File: src/rtl/dc_pkg.sv
// Shared types and register map for the delayed combiner.
// Mode/state encodings and bus addresses live here so the top and bench agree.
package dc_pkg;

   typedef enum logic [1:0] {
      MODE_OR  = 2'd0,
      MODE_AND = 2'd1,
      MODE_XOR = 2'd2,
      MODE_ADD = 2'd3
   } mode_e;

   typedef enum logic [1:0] {
      ST_IDLE  = 2'd0,
      ST_COUNT = 2'd1,
      ST_WAIT  = 2'd2
   } state_e;

   localparam logic [3:0] WA_CTRL    = 4'h8;
   localparam logic [3:0] WA_DELAY   = 4'h9;
   localparam logic [3:0] WA_OVF_CLR = 4'hA;

   localparam logic [3:0] RA_FULL_N      = 4'h0;
   localparam logic [3:0] RA_EMPTY_N     = 4'h1;
   localparam logic [3:0] RA_OUT_EMPTY_N = 4'h2;
   localparam logic [3:0] RA_POP         = 4'h3;
   localparam logic [3:0] RA_CTRL        = 4'h4;
   localparam logic [3:0] RA_DELAY       = 4'h5;
   localparam logic [3:0] RA_OVF         = 4'h6;
   localparam logic [3:0] RA_OCC         = 4'h7;

endpackage

File: src/rtl/sync_fifo.sv
// First-word-fall-through FIFO: D_OUT always shows the head so the combiner can
// reduce heads combinationally. Enqueue on full and dequeue on empty are ignored.
module sync_fifo
   import dc_pkg::*;
#(
   parameter int WIDTH = 8,
   parameter int DEPTH = 2,
   localparam int CW = $clog2(DEPTH + 1)
) (
   input  logic             CLK,
   input  logic             RST,
   input  logic             ENQ,
   input  logic             DEQ,
   input  logic [WIDTH-1:0] D_IN,
   output logic [WIDTH-1:0] D_OUT,
   output logic             FULL_N,
   output logic             EMPTY_N,
   output logic [CW-1:0]    COUNT
);

   localparam int AW = (DEPTH > 1) ? $clog2(DEPTH) : 1;

   logic [WIDTH-1:0] mem [DEPTH];
   logic [AW-1:0]    wr_ptr_reg;
   logic [AW-1:0]    rd_ptr_reg;
   logic [CW-1:0]    count_reg;
   logic             do_enq;
   logic             do_deq;

   function automatic logic [AW-1:0] bump(input logic [AW-1:0] p);
      return (p == AW'(DEPTH - 1)) ? '0 : p + 1'b1;
   endfunction

   assign FULL_N  = (count_reg != CW'(DEPTH));
   assign EMPTY_N = (count_reg != '0);
   assign COUNT   = count_reg;
   assign D_OUT   = mem[rd_ptr_reg];
   assign do_enq  = ENQ && FULL_N;
   assign do_deq  = DEQ && EMPTY_N;

   always_ff @(posedge CLK or posedge RST) begin
      if (RST) begin
         wr_ptr_reg <= '0;
         rd_ptr_reg <= '0;
         count_reg  <= '0;
      end else begin
         if (do_enq) wr_ptr_reg <= bump(wr_ptr_reg);
         if (do_deq) rd_ptr_reg <= bump(rd_ptr_reg);
         case ({do_enq, do_deq})
            2'b10:   count_reg <= count_reg + 1'b1;
            2'b01:   count_reg <= count_reg - 1'b1;
            default: count_reg <= count_reg;
         endcase
      end
   end

   // Storage carries no reset; pointers and count define what is valid.
   always_ff @(posedge CLK) begin
      if (do_enq) mem[wr_ptr_reg] <= D_IN;
   end

endmodule

File: src/rtl/delayed_combiner.sv
// Timer-gated reducer: after DELAY cycles, heads of all channel FIFOs are combined
// (OR/AND/XOR/ADD) and queued into an output FIFO drained through the read port.
module delayed_combiner
   import dc_pkg::*;
#(
   parameter int WIDTH     = 8,
   parameter int NCH       = 2,
   parameter int IN_DEPTH  = 2,
   parameter int OUT_DEPTH = 2,
   parameter int CNT_W     = 8,
   parameter int DEF_DELAY = 50
) (
   input  logic             CLK,
   input  logic             RST,
   input  logic [3:0]       write_address,
   input  logic [WIDTH-1:0] write_data,
   input  logic             write_en,
   output logic             write_rdy,
   input  logic [3:0]       read_address,
   input  logic             read_en,
   output logic [WIDTH-1:0] read_data,
   output logic             read_rdy,
   output logic             busy
);

   localparam int OCW = $clog2(OUT_DEPTH + 1);

   logic             en_reg;
   mode_e            mode_reg;
   logic [CNT_W-1:0] delay_reg;
   logic [CNT_W-1:0] timer_reg;
   logic [NCH-1:0]   ovf_reg;
   state_e           state_reg;

   logic [NCH-1:0]   ch_sel;
   logic [NCH-1:0]   push;
   logic [NCH-1:0]   ch_full_n;
   logic [NCH-1:0]   ch_empty_n;
   logic [WIDTH-1:0] result;
   logic [WIDTH-1:0] out_head;
   logic             out_full_n;
   logic             out_empty_n;
   logic [OCW-1:0]   out_count;
   logic             fire;
   logic             pop_req;

   function automatic logic [WIDTH-1:0] combine(input mode_e m,
                                                input logic [WIDTH-1:0] a,
                                                input logic [WIDTH-1:0] b);
      case (m)
         MODE_AND: return a & b;
         MODE_XOR: return a ^ b;
         MODE_ADD: return a + b;
         default:  return a | b;
      endcase
   endfunction

   // Per-channel FIFO plus one stage of the reduction chain.
   for (genvar gi = 0; gi < NCH; gi++) begin : g_ch
      logic [WIDTH-1:0] head;
      logic [WIDTH-1:0] acc;

      assign ch_sel[gi] = (write_address == 4'(gi));
      assign push[gi]   = write_en && ch_sel[gi];

      sync_fifo #(.WIDTH(WIDTH), .DEPTH(IN_DEPTH)) u_in_fifo (
         .CLK     (CLK),
         .RST     (RST),
         .ENQ     (push[gi]),
         .DEQ     (fire),
         .D_IN    (write_data),
         .D_OUT   (head),
         .FULL_N  (ch_full_n[gi]),
         .EMPTY_N (ch_empty_n[gi]),
         .COUNT   ()
      );

      if (gi == 0) begin : g_first
         assign acc = head;
      end else begin : g_next
         assign acc = combine(mode_reg, g_ch[gi-1].acc, head);
      end
   end

   assign result = g_ch[NCH-1].acc;

   sync_fifo #(.WIDTH(WIDTH), .DEPTH(OUT_DEPTH)) u_out_fifo (
      .CLK     (CLK),
      .RST     (RST),
      .ENQ     (fire),
      .DEQ     (pop_req),
      .D_IN    (result),
      .D_OUT   (out_head),
      .FULL_N  (out_full_n),
      .EMPTY_N (out_empty_n),
      .COUNT   (out_count)
   );

   // Registered FULL_N is used on purpose: a same-cycle POP does not free a slot.
   assign fire      = (state_reg == ST_WAIT) && (&ch_empty_n) && out_full_n;
   assign pop_req   = read_en && (read_address == RA_POP);
   assign write_rdy = ~|(ch_sel & ~ch_full_n);
   assign read_rdy  = 1'b1;
   assign busy      = (state_reg == ST_WAIT);

   always_ff @(posedge CLK or posedge RST) begin
      if (RST) begin
         en_reg    <= 1'b1;
         mode_reg  <= MODE_OR;
         delay_reg <= CNT_W'(DEF_DELAY);
         ovf_reg   <= '0;
      end else begin
         if (write_en && write_address == WA_CTRL) begin
            en_reg   <= write_data[2];
            mode_reg <= mode_e'(write_data[1:0]);
         end
         if (write_en && write_address == WA_DELAY)
            delay_reg <= CNT_W'(write_data);
         ovf_reg <= (ovf_reg & ~((write_en && write_address == WA_OVF_CLR) ?
                                 NCH'(write_data) : '0))
                    | (push & ~ch_full_n);
      end
   end

   always_ff @(posedge CLK or posedge RST) begin
      if (RST) begin
         state_reg <= ST_COUNT;
         timer_reg <= '0;
      end else if (!en_reg) begin
         state_reg <= ST_IDLE;
         timer_reg <= '0;
      end else begin
         case (state_reg)
            ST_IDLE: begin
               state_reg <= ST_COUNT;
               timer_reg <= '0;
            end
            ST_COUNT: begin
               if (timer_reg >= delay_reg) state_reg <= ST_WAIT;
               else                        timer_reg <= timer_reg + 1'b1;
            end
            ST_WAIT: begin
               // With zero delay stay armed so back-to-back fires are possible.
               if (fire) begin
                  timer_reg <= '0;
                  state_reg <= (delay_reg == '0) ? ST_WAIT : ST_COUNT;
               end
            end
            default: state_reg <= ST_IDLE;
         endcase
      end
   end

   always_comb begin
      read_data = '0;
      case (read_address)
         RA_FULL_N:      read_data = WIDTH'(ch_full_n);
         RA_EMPTY_N:     read_data = WIDTH'(ch_empty_n);
         RA_OUT_EMPTY_N: read_data = WIDTH'(out_empty_n);
         RA_POP:         read_data = out_empty_n ? out_head : '0;
         RA_CTRL:        read_data = WIDTH'({en_reg, mode_reg});
         RA_DELAY:       read_data = WIDTH'(delay_reg);
         RA_OVF:         read_data = WIDTH'(ovf_reg);
         RA_OCC:         read_data = WIDTH'(out_count);
         default:        read_data = '0;
      endcase
   end

endmodule

File: config.mk
export PLATFORM = sky130hd
export DESIGN_NAME = delayed_combiner
export DESIGN_NICKNAME = d
export VERILOG_FILES = /design/src/rtl/dc_pkg.sv /design/src/rtl/sync_fifo.sv /design/src/rtl/delayed_combiner.sv
export SDC_FILE = /design/constraint.sdc
export NUM_CORES = 1
export LEC_CHECK = 0
export CAP_MARGIN = 15
export CORE_AREA = 2 2 99 101
export CTS_BUF_LIST = sky130_fd_sc_hd__clkbuf_16
export DETAILED_ROUTE_END_ITERATION = 16
export DIE_AREA = 0 0 101 103
export GPL_TIMING_DRIVEN = 0
export PLACE_DENSITY = 0.74
export SLEW_MARGIN = 25
export SYNTH_ARGS = -nofsm -noshare
export SYNTH_HDL_FRONTEND = slang
export SYNTH_HIERARCHICAL = 1
export SYNTH_SLANG_ARGS = --single-unit
File: constraint.sdc
create_clock -name CLK -period 2.8 [get_ports CLK]
set_clock_uncertainty 0.2 [all_clocks]
set_input_delay 0.56 -clock CLK [delete_from_list [all_inputs] [get_ports CLK]]
set_output_delay 0.56 -clock CLK [all_outputs]
set_load 0.005 [all_outputs]
==> impl_metrics.xml, run 1 <==
<?xml version="1.0" encoding="UTF-8"?>
<metrics>
  <group name="outcome">
    <metric name="run_status" unit="">finished clean</metric>
  </group>
  <group name="synth">
    <metric name="synth.avg_cell_area" unit="µm²">11.4</metric>
    <metric name="sequential_to_total_area_share_from_yosys_stat" unit="">0.505</metric>
    <metric name="yosys.area.top_type" unit="">edfxtp_1</metric>
    <metric name="ys_dominant_reg_cell" unit="">edfxtp_1</metric>
    <metric name="ys_types" unit="">57</metric>
    <metric name="yosys_warnings" unit="">6</metric>
    <metric name="syn-cell-area" unit="µm²">4600</metric>
    <metric name="synthArstFlopShare" unit="">0.422</metric>
    <metric name="synthDominantCellAreaShare" unit="">0.313</metric>
    <metric name="post-synth-top-count-cell" unit="">edfxtp_1</metric>
    <metric name="synth-edff-count" unit="">48</metric>
    <metric name="synth-seq-cells" unit="">83</metric>
    <metric name="synthesis.nets" unit="">452</metric>
    <metric name="synth.top_cells.by_count" unit="">edfxtp_1, inv_1, mux2_2</metric>
    <metric name="post_synth_inst_count" unit="">403</metric>
    <metric name="synth_top_cells_by_area" unit="">edfxtp_1, dfrtp_1, mux2_2</metric>
  </group>
  <group name="floorplanning">
    <metric name="design.portCount" unit="">31</metric>
    <metric name="fp-row-count" unit="">36</metric>
    <metric name="coreArea" unit="µm²">9460</metric>
    <metric name="fp.dieH" unit="µm">103</metric>
    <metric name="die_area" unit="µm²">10400</metric>
    <metric name="die_width" unit="µm">101</metric>
    <metric name="start_util" unit="">0.486</metric>
  </group>
  <group name="setup_path">
    <metric name="setup.worst_path.end_class" unit="">flop</metric>
    <metric name="cp_data_arrival_time" unit="ns">2.61</metric>
    <metric name="cp-start-kind" unit="">flop</metric>
    <metric name="timing.critical_path.slowest_stage_cell" unit="">mux2_2</metric>
    <metric name="worst_r2r_endpoint" unit="">u_out_fifo/mem[0][4]$_DFFE_PP_</metric>
    <metric name="crit_path_cell_trace" unit="">buf_6, mux2_2, ha_4, inv_1, fa_2, nor2b_1, o21a_1, o21ai_0, xor2_1, a21oi_1</metric>
    <metric name="timing.reg2reg.worst_path_depth" unit="">10</metric>
    <metric name="cp_slowest_stage_delay" unit="ns">0.37</metric>
    <metric name="worst_ep_required_time" unit="ns">2.64</metric>
    <metric name="crit_type" unit="">reg2reg</metric>
    <metric name="path_max_fanout" unit="">6</metric>
    <metric name="regToRegStartpoint" unit="">g_ch[0].u_in_fifo/rd_ptr_reg$_DFFE_PP0P_</metric>
    <metric name="worst-path-buf-inv" unit="">2</metric>
    <metric name="worst_r2r_setup_slack" unit="ns">0.03</metric>
    <metric name="critical-path-top-delay-family" unit="">compound AO/OA/AOI/OAI gates</metric>
  </group>
  <group name="power">
    <metric name="internal_power" unit="µW">3110</metric>
    <metric name="combinationalPowerShare" unit="">0.360</metric>
    <metric name="power.switching_fraction" unit="">0.317</metric>
    <metric name="seq_power_share" unit="">0.367</metric>
    <metric name="post-layout-total-power" unit="µW">4560</metric>
    <metric name="powerDensity" unit="nW/µm²">826</metric>
    <metric name="power.static_leakage" unit="µW">0.00232</metric>
    <metric name="power.share.clock" unit="">0.273</metric>
    <metric name="power.net_switching" unit="µW">1450</metric>
    <metric name="vdd_ir_drop_max" unit="mV">0.491</metric>
  </group>
  <group name="sta">
    <metric name="slew_headroom" unit="">0.379</metric>
    <metric name="timing_hold_violations_final" unit="">0</metric>
    <metric name="setup_tns" unit="ns">0</metric>
    <metric name="worst_pin_slew" unit="ns">0.923</metric>
    <metric name="setup_viol" unit="">0</metric>
    <metric name="maxClockFrequency" unit="MHz">361</metric>
    <metric name="final-max-slew-violation-count" unit="">0</metric>
    <metric name="final.min_clock_period" unit="ns">2.77</metric>
    <metric name="part_of_the_cycle_the_worst_path_needs" unit="">0.991</metric>
  </group>
  <group name="global_route">
    <metric name="grt_antenna_before_repair" unit="">0</metric>
    <metric name="grt_pass1_wl" unit="µm">15700</metric>
    <metric name="grt_max_degree" unit="">24</metric>
    <metric name="leftover_overflow_at_the_end_of_global_routing" unit="">0</metric>
    <metric name="number_of_global_route_vias_before_repair" unit="">3158</metric>
    <metric name="grt_use_total" unit="">0.196</metric>
  </group>
  <group name="clock_network">
    <metric name="cts_root_buffer" unit="">clkbuf_16</metric>
    <metric name="cts_sinks" unit="">83</metric>
    <metric name="clkLatencyLatePin" unit="ns">0.33</metric>
    <metric name="cts-htree-levels" unit="">3</metric>
    <metric name="cts_hold_buf" unit="">0</metric>
    <metric name="clock_path_buffers" unit="">2</metric>
    <metric name="cts_made_buffers" unit="">9</metric>
    <metric name="clkTransAtPathRegs" unit="ns">0.06</metric>
    <metric name="tritoncts" unit="">done</metric>
  </group>
  <group name="min_path">
    <metric name="holdPathStages" unit="">1</metric>
    <metric name="hold_path.class" unit="">reg2reg</metric>
    <metric name="timing.hold.worst.start" unit="">g_ch[0].u_in_fifo/COUNT[1]$_DFFE_PP0P_</metric>
    <metric name="timing.hold.worst_endpoint" unit="">g_ch[0].u_in_fifo/COUNT[1]$_DFFE_PP0P_</metric>
  </group>
  <group name="cells_and_area">
    <metric name="reg_top3" unit="">g_ch.u_in_fifo/mem: 32 flops, u_out_fifo/mem: 16 flops</metric>
    <metric name="antenna_cells" unit="">0</metric>
    <metric name="largest-register" unit="">g_ch.u_in_fifo/mem</metric>
    <metric name="post_route_cells_drive_above_1_share" unit="">0.210</metric>
    <metric name="layout.nets" unit="">497</metric>
    <metric name="area_growth_syn_to_layout" unit="%">20.1</metric>
    <metric name="max_ffs_per_register" unit="">32</metric>
  </group>
  <group name="placement">
    <metric name="portBuffers" unit="">26</metric>
    <metric name="gpl.final_weighted_congestion" unit="">0.833</metric>
    <metric name="dp_hpwl" unit="µm">7070</metric>
  </group>
  <group name="routing">
    <metric name="dr.pass1.iters" unit="">5</metric>
    <metric name="drt_wl_total" unit="µm">9860</metric>
    <metric name="drt-vias-per-instance" unit="">5.71</metric>
    <metric name="drt_drc_violations_left" unit="">0</metric>
    <metric name="drt_first_iter_violations" unit="">189</metric>
    <metric name="wl_per_cell" unit="µm">17.4</metric>
    <metric name="dr_total_vias" unit="">3239</metric>
    <metric name="antenna_left" unit="">0</metric>
  </group>
  <group name="job">
    <metric name="max_cap_viol_count" unit="">0</metric>
  </group>
</metrics>
==> power by group through the flow <==
stage | Clock [µW] | Combinational [µW] | Sequential [µW]
6_report | 1250 | 1640 | 1670
4_1_cts | 1260 | 1480 | 1670
5_1_grt | 1320 | 1800 | 1690
3_3_place_gp | 0 | 1320 | 1680
3_5_place_dp | 0 | 1360 | 1690
2_1_floorplan | 0 | 1060 | 1640
==> logic make-up (layout without fill, tap and decap cells) <==
group                      after synthesis  count (layout)  share of synthesized area
AOI/OAI and AO/OA                       73              73                      0.119
xor gates and xnor gates                18              18                     0.0343
adders and majority gates               29              29                     0.0805
buffers and inverters                   52             102                     0.0441
DFF                                     83              83                      0.505
muxes                                   40              40                     0.0993
other                                    1               1                   0.000816
and+or+nand+nor                        107             107                      0.117
==> area by class of cell <==
class	instances	area, µm²
multi-input cells	268	2170
clock inverters	5	47.5
inverters	38	143
flip-flops and latches	83	2320
clock buffers	11	275
fillers	779	3940
repair buffers	37	339
plain buffers	11	80.1
well taps	114	143
==> what timing repair did <==
action / CTS / global route
pin swaps: 3 / 4
resized for setup: 24 / 19
cloned: 1 / 0
setup buffers: 5 / 5
setup endpoints to repair: 14 / 11
==> worst max-delay path by stage <==
stage | from | end | slack, ns | cells past startpoint
2_1_floorplan | g_ch[0].u_in_fifo/rd_ptr_reg$_DFFE_PP0P_ | u_out_fifo/mem[0][7]$_DFFE_PP_ | 0.13 | 9
3_3_place_gp | read_address[0] | read_data[3] | -0.60 | 6
3_5_place_dp | read_address[0] | read_data[3] | -0.61 | 6
4_1_cts | g_ch[0].u_in_fifo/rd_ptr_reg$_DFFE_PP0P_ | u_out_fifo/mem[1][6]$_DFFE_PP_ | 0.003 | 10
5_1_grt | g_ch[0].u_in_fifo/rd_ptr_reg$_DFFE_PP0P_ | u_out_fifo/mem[0][4]$_DFFE_PP_ | -0.07 | 10
6_report | g_ch[0].u_in_fifo/rd_ptr_reg$_DFFE_PP0P_ | u_out_fifo/mem[0][4]$_DFFE_PP_ | 0.03 | 10
==> layer usage <==
layer | vias to the layer above | wire (µm) | track usage
li1 | 1542 | - | -
met3 | 6 | 370 | 0.0339
met1 | 1609 | 4230 | 0.250
met5 | - | 0 | 0
met2 | 82 | 5180 | 0.344
met4 | 0 | 76 | 0.0603
==> metrics by stage <==
stage	util	std cells	worst slack, ns	hold WS, ns	cell area, µm²
floorplan	-	403	0.126	0.126	4600
global placement	0.529	543	-0.605	0.272	5000
detailed placement	0.529	543	-0.610	0.279	5000
CTS	0.572	562	0.00268	0.292	5410
global route	0.584	567	-0.0704	0.318	5520
finish	0.584	567	0.0261	0.289	5520
==> layout by cell type (no fill, tap or decap), drive strengths merged, types with 4 or more instances in the layout <==
master	n
edfxtp	48
inv	37
mux2	35
dfrtp	30
nor2	28
ha	28
nand2	25
clkdlybuf4s50	20
clkbuf	20
o21ai	14
buf	14
a21oi	12
a22o	12
nand3	11
xnor2	11
and3	11
nor2b	8
xor2	7
dfstp	5
clkinv	5
nor3	4
o21a	4
mux2i	4
and2	4
nand2b	4
Power figures use the tool's default switching activity.
==> run 2, diff against run 1 <==
--- a/config.mk
+++ b/config.mk
@@ -6,12 +6,13 @@
 export NUM_CORES = 1
 export LEC_CHECK = 0
 export CAP_MARGIN = 15
-export CORE_AREA = 2 2 99 101
-export CTS_BUF_LIST = sky130_fd_sc_hd__clkbuf_16
+export CELL_PAD_IN_SITES_DETAIL_PLACEMENT = 1
+export CELL_PAD_IN_SITES_GLOBAL_PLACEMENT = 2
+export CORE_AREA = 8 8 123 125
 export DETAILED_ROUTE_END_ITERATION = 16
-export DIE_AREA = 0 0 101 103
+export DIE_AREA = 0 0 131 133
 export GPL_TIMING_DRIVEN = 0
-export PLACE_DENSITY = 0.74
+export PLACE_DENSITY = 0.77
 export SLEW_MARGIN = 25
 export SYNTH_ARGS = -nofsm -noshare
 export SYNTH_HDL_FRONTEND = slang
==> run 2 against run 1 <==
Net effect: die area increased by 67%; setup slack improved by 0.017 ns; maximum frequency increased by 0.61%; cell count increased by 11%; hold slack improved by 0.0060 ns; via count decreased by 1.5%; global-route usage decreased by 6.2 points; sequential cell count unchanged.
==> impl_metrics.xml, run 2 (synthesized netlist as in run 1, its figures left out) <==
<?xml version="1.0" encoding="UTF-8"?>
<metrics>
  <group name="outcome">
    <metric name="run_status" unit="">finished clean</metric>
  </group>
  <group name="power">
    <metric name="powerDensity" unit="nW/µm²">790</metric>
    <metric name="post-layout-total-power" unit="µW">4350</metric>
    <metric name="vdd_ir_drop_max" unit="mV">0.332</metric>
    <metric name="power.static_leakage" unit="µW">0.00227</metric>
  </group>
  <group name="placement">
    <metric name="portBuffers" unit="">26</metric>
    <metric name="dp_hpwl" unit="µm">8270</metric>
    <metric name="gpl.final_weighted_congestion" unit="">0.851</metric>
    <metric name="pre_cts_slack" unit="ns">-0.700</metric>
  </group>
  <group name="routing">
    <metric name="drt_first_iter_violations" unit="">98</metric>
    <metric name="routedLengthMet1" unit="µm">5130</metric>
    <metric name="drt-vias-per-instance" unit="">5.08</metric>
    <metric name="antenna_left" unit="">0</metric>
    <metric name="drt_drc_violations_left" unit="">0</metric>
    <metric name="highest_layer" unit="">met4</metric>
    <metric name="wl_per_cell" unit="µm">17.2</metric>
    <metric name="dr_total_vias" unit="">3189</metric>
    <metric name="wl_met2" unit="µm">5150</metric>
    <metric name="drt_wl_total" unit="µm">10800</metric>
    <metric name="met3_wirelength" unit="µm">337</metric>
    <metric name="dr.pass1.iters" unit="">4</metric>
  </group>
  <group name="floorplanning">
    <metric name="design.portCount" unit="">31</metric>
    <metric name="start_util" unit="">0.351</metric>
    <metric name="die_area" unit="µm²">17400</metric>
    <metric name="fp.dieH" unit="µm">133</metric>
    <metric name="die_width" unit="µm">131</metric>
    <metric name="fp-row-count" unit="">42</metric>
    <metric name="coreArea" unit="µm²">13100</metric>
  </group>
  <group name="global_route">
    <metric name="grt_pass1_wl" unit="µm">18100</metric>
    <metric name="number_of_global_route_vias_before_repair" unit="">3565</metric>
    <metric name="grt_max_degree" unit="">24</metric>
    <metric name="leftover_overflow_at_the_end_of_global_routing" unit="">0</metric>
    <metric name="grt_use_total" unit="">0.134</metric>
    <metric name="grt_antenna_before_repair" unit="">0</metric>
  </group>
  <group name="clock_network">
    <metric name="cts_hold_buf" unit="">0</metric>
    <metric name="cts_sinks" unit="">83</metric>
    <metric name="tritoncts" unit="">done</metric>
    <metric name="clkTransAtPathRegs" unit="ns">0.06</metric>
    <metric name="cts-htree-levels" unit="">3</metric>
    <metric name="clkLatencyLatePin" unit="ns">0.34</metric>
    <metric name="cts_made_buffers" unit="">9</metric>
    <metric name="clock_path_buffers" unit="">2</metric>
    <metric name="cts_root_buffer" unit="">clkbuf_16</metric>
  </group>
  <group name="sta">
    <metric name="setup_viol" unit="">0</metric>
    <metric name="final.min_clock_period" unit="ns">2.76</metric>
    <metric name="maxClockFrequency" unit="MHz">363</metric>
    <metric name="part_of_the_cycle_the_worst_path_needs" unit="">0.985</metric>
    <metric name="slew_headroom" unit="">0.403</metric>
    <metric name="final-max-slew-violation-count" unit="">0</metric>
    <metric name="timing_hold_violations_final" unit="">0</metric>
    <metric name="worst_pin_slew" unit="ns">0.887</metric>
    <metric name="layout_setup_ws" unit="ns">0.0429</metric>
    <metric name="setup_tns" unit="ns">0</metric>
  </group>
  <group name="cells_and_area">
    <metric name="layout.nets" unit="">496</metric>
    <metric name="area_growth_syn_to_layout" unit="%">19.8</metric>
    <metric name="max_ffs_per_register" unit="">32</metric>
    <metric name="reg_top3" unit="">g_ch.u_in_fifo/mem: 32 flops, u_out_fifo/mem: 16 flops</metric>
    <metric name="antenna_cells" unit="">0</metric>
    <metric name="post_route_cells_drive_above_1_share" unit="">0.208</metric>
    <metric name="fillCellCount" unit="">1421</metric>
    <metric name="largest-register" unit="">g_ch.u_in_fifo/mem</metric>
    <metric name="final_cell_mix" unit="">edfxtp_1, mux2_2, inv_1, dfrtp_1, nor2_1</metric>
    <metric name="final_common_cell" unit="">edfxtp_1</metric>
  </group>
  <group name="setup_path">
    <metric name="timing.critical_path.slowest_stage_cell" unit="">clkdlybuf4s50_1</metric>
    <metric name="critical-path-top-delay-family" unit="">simple AND/OR/NAND/NOR gates</metric>
    <metric name="crit_path_cell_trace" unit="">or2_1, nor2b_2, and3_4, a22o_1, clkdlybuf4s50_1</metric>
    <metric name="setup.worst_path.end_class" unit="">output port</metric>
    <metric name="crit_type" unit="">reg2out</metric>
    <metric name="cp_slowest_stage_delay" unit="ns">0.45</metric>
    <metric name="cp-start-kind" unit="">flop</metric>
    <metric name="regToRegStartpoint" unit="">g_ch[0].u_in_fifo/rd_ptr_reg$_DFFE_PP0P_</metric>
    <metric name="worst-path-buf-inv" unit="">1</metric>
    <metric name="path_max_fanout" unit="">6</metric>
    <metric name="cp-startpoint" unit="">u_out_fifo/COUNT[0]$_DFFE_PP0P_</metric>
    <metric name="worst_ep_required_time" unit="ns">2.04</metric>
    <metric name="cp_data_arrival_time" unit="ns">2.00</metric>
  </group>
  <group name="job">
    <metric name="max_cap_viol_count" unit="">0</metric>
  </group>
  <group name="min_path">
    <metric name="timing.hold.worst.start" unit="">g_ch[0].u_in_fifo/wr_ptr_reg$_DFFE_PP0N_</metric>
    <metric name="hold_path.class" unit="">reg2reg</metric>
  </group>
</metrics>
run 2: changes by cell type in the layout (fill, tap and decap cells not counted), moves of 2 or more:
| cell | change |
|---|---|
| clkbuf_1 | +4 |
| clkdlybuf4s50_1 | -2 |
| dlygate4sd2_1 | +3 |
| clkbuf_16 | -2 |
run 2: stage by stage:
step                      cell area [µm²]  hold slack, ns   util  cells
after detailed placement             5080           0.287  0.388    605
final                                5510           0.295  0.421    628
after CTS                            5420           0.300  0.414    624
after global routing                 5510           0.323  0.421    628
after global placement               5080           0.272  0.388    605
after floorplan                      4600           0.126      -    403
run 2: timing repair:
action	CTS	global route
setup buffers	5	4
hold endpoints to repair	0	0
resized for setup	27	17
pin swaps	4	5
setup endpoints to repair	12	9
run 2: area by class of cell:
type | instances | area [µm²] | area share
Clock buffer | 13 | 250 | 0.0454
Sequential cell | 83 | 2320 | 0.422
Clock inverter | 3 | 15.0 | 0.00273
Multi-Input combinational cell | 268 | 2150 | 0.390
Tap cell | 176 | 220 | 0.0400
Inverter | 38 | 143 | 0.0259
Timing Repair Buffer | 35 | 324 | 0.0588
Buffer | 12 | 83.8 | 0.0152
run 2: final timing paths:
kind	to	slack, ns	cells past startpoint
hold / removal	g_ch[0].u_in_fifo/wr_ptr_reg$_DFFE_PP0N_	0.29	1
setup / recovery	read_data[4]	0.04	5
setup reg to reg	u_out_fifo/mem[0][7]$_DFFE_PP_	0.12	9
hold reg to reg	g_ch[0].u_in_fifo/wr_ptr_reg$_DFFE_PP0N_	0.29	1
min in group asynchronous	g_ch[0].u_in_fifo/COUNT[1]$_DFFE_PP0P_	0.38	2
max in group asynchronous	delay_reg[7]$_DFFE_PP0P_	1.42	2
run 2: worst register-to-register path: cells and delay by family (launching register included):
kind,cells,cell delay (ns)
buf+inv,2,0.23
simple gates,1,0.17
compound gates,4,0.90
fa+ha+maj,1,0.22
mux,1,0.35
flops,1,0.34
run 2: metal layers:
metal | GRT usage | vias to the layer above
met1 | 0.168 | 1597
li1 | - | 1539
met5 | 0 | -
met2 | 0.217 | 41
met3 | 0.0285 | 12
met4 | 0.0574 | 0
run 2: report_power, final:
part | internal, µW | switching, µW | total, µW | leakage (µW)
Clock | 621 | 452 | 1070 | 0.000133
Sequential | 1520 | 142 | 1660 | 0.000869
Combinational | 784 | 831 | 1620 | 0.00127
Total | 2930 | 1430 | 4350 | 0.00227
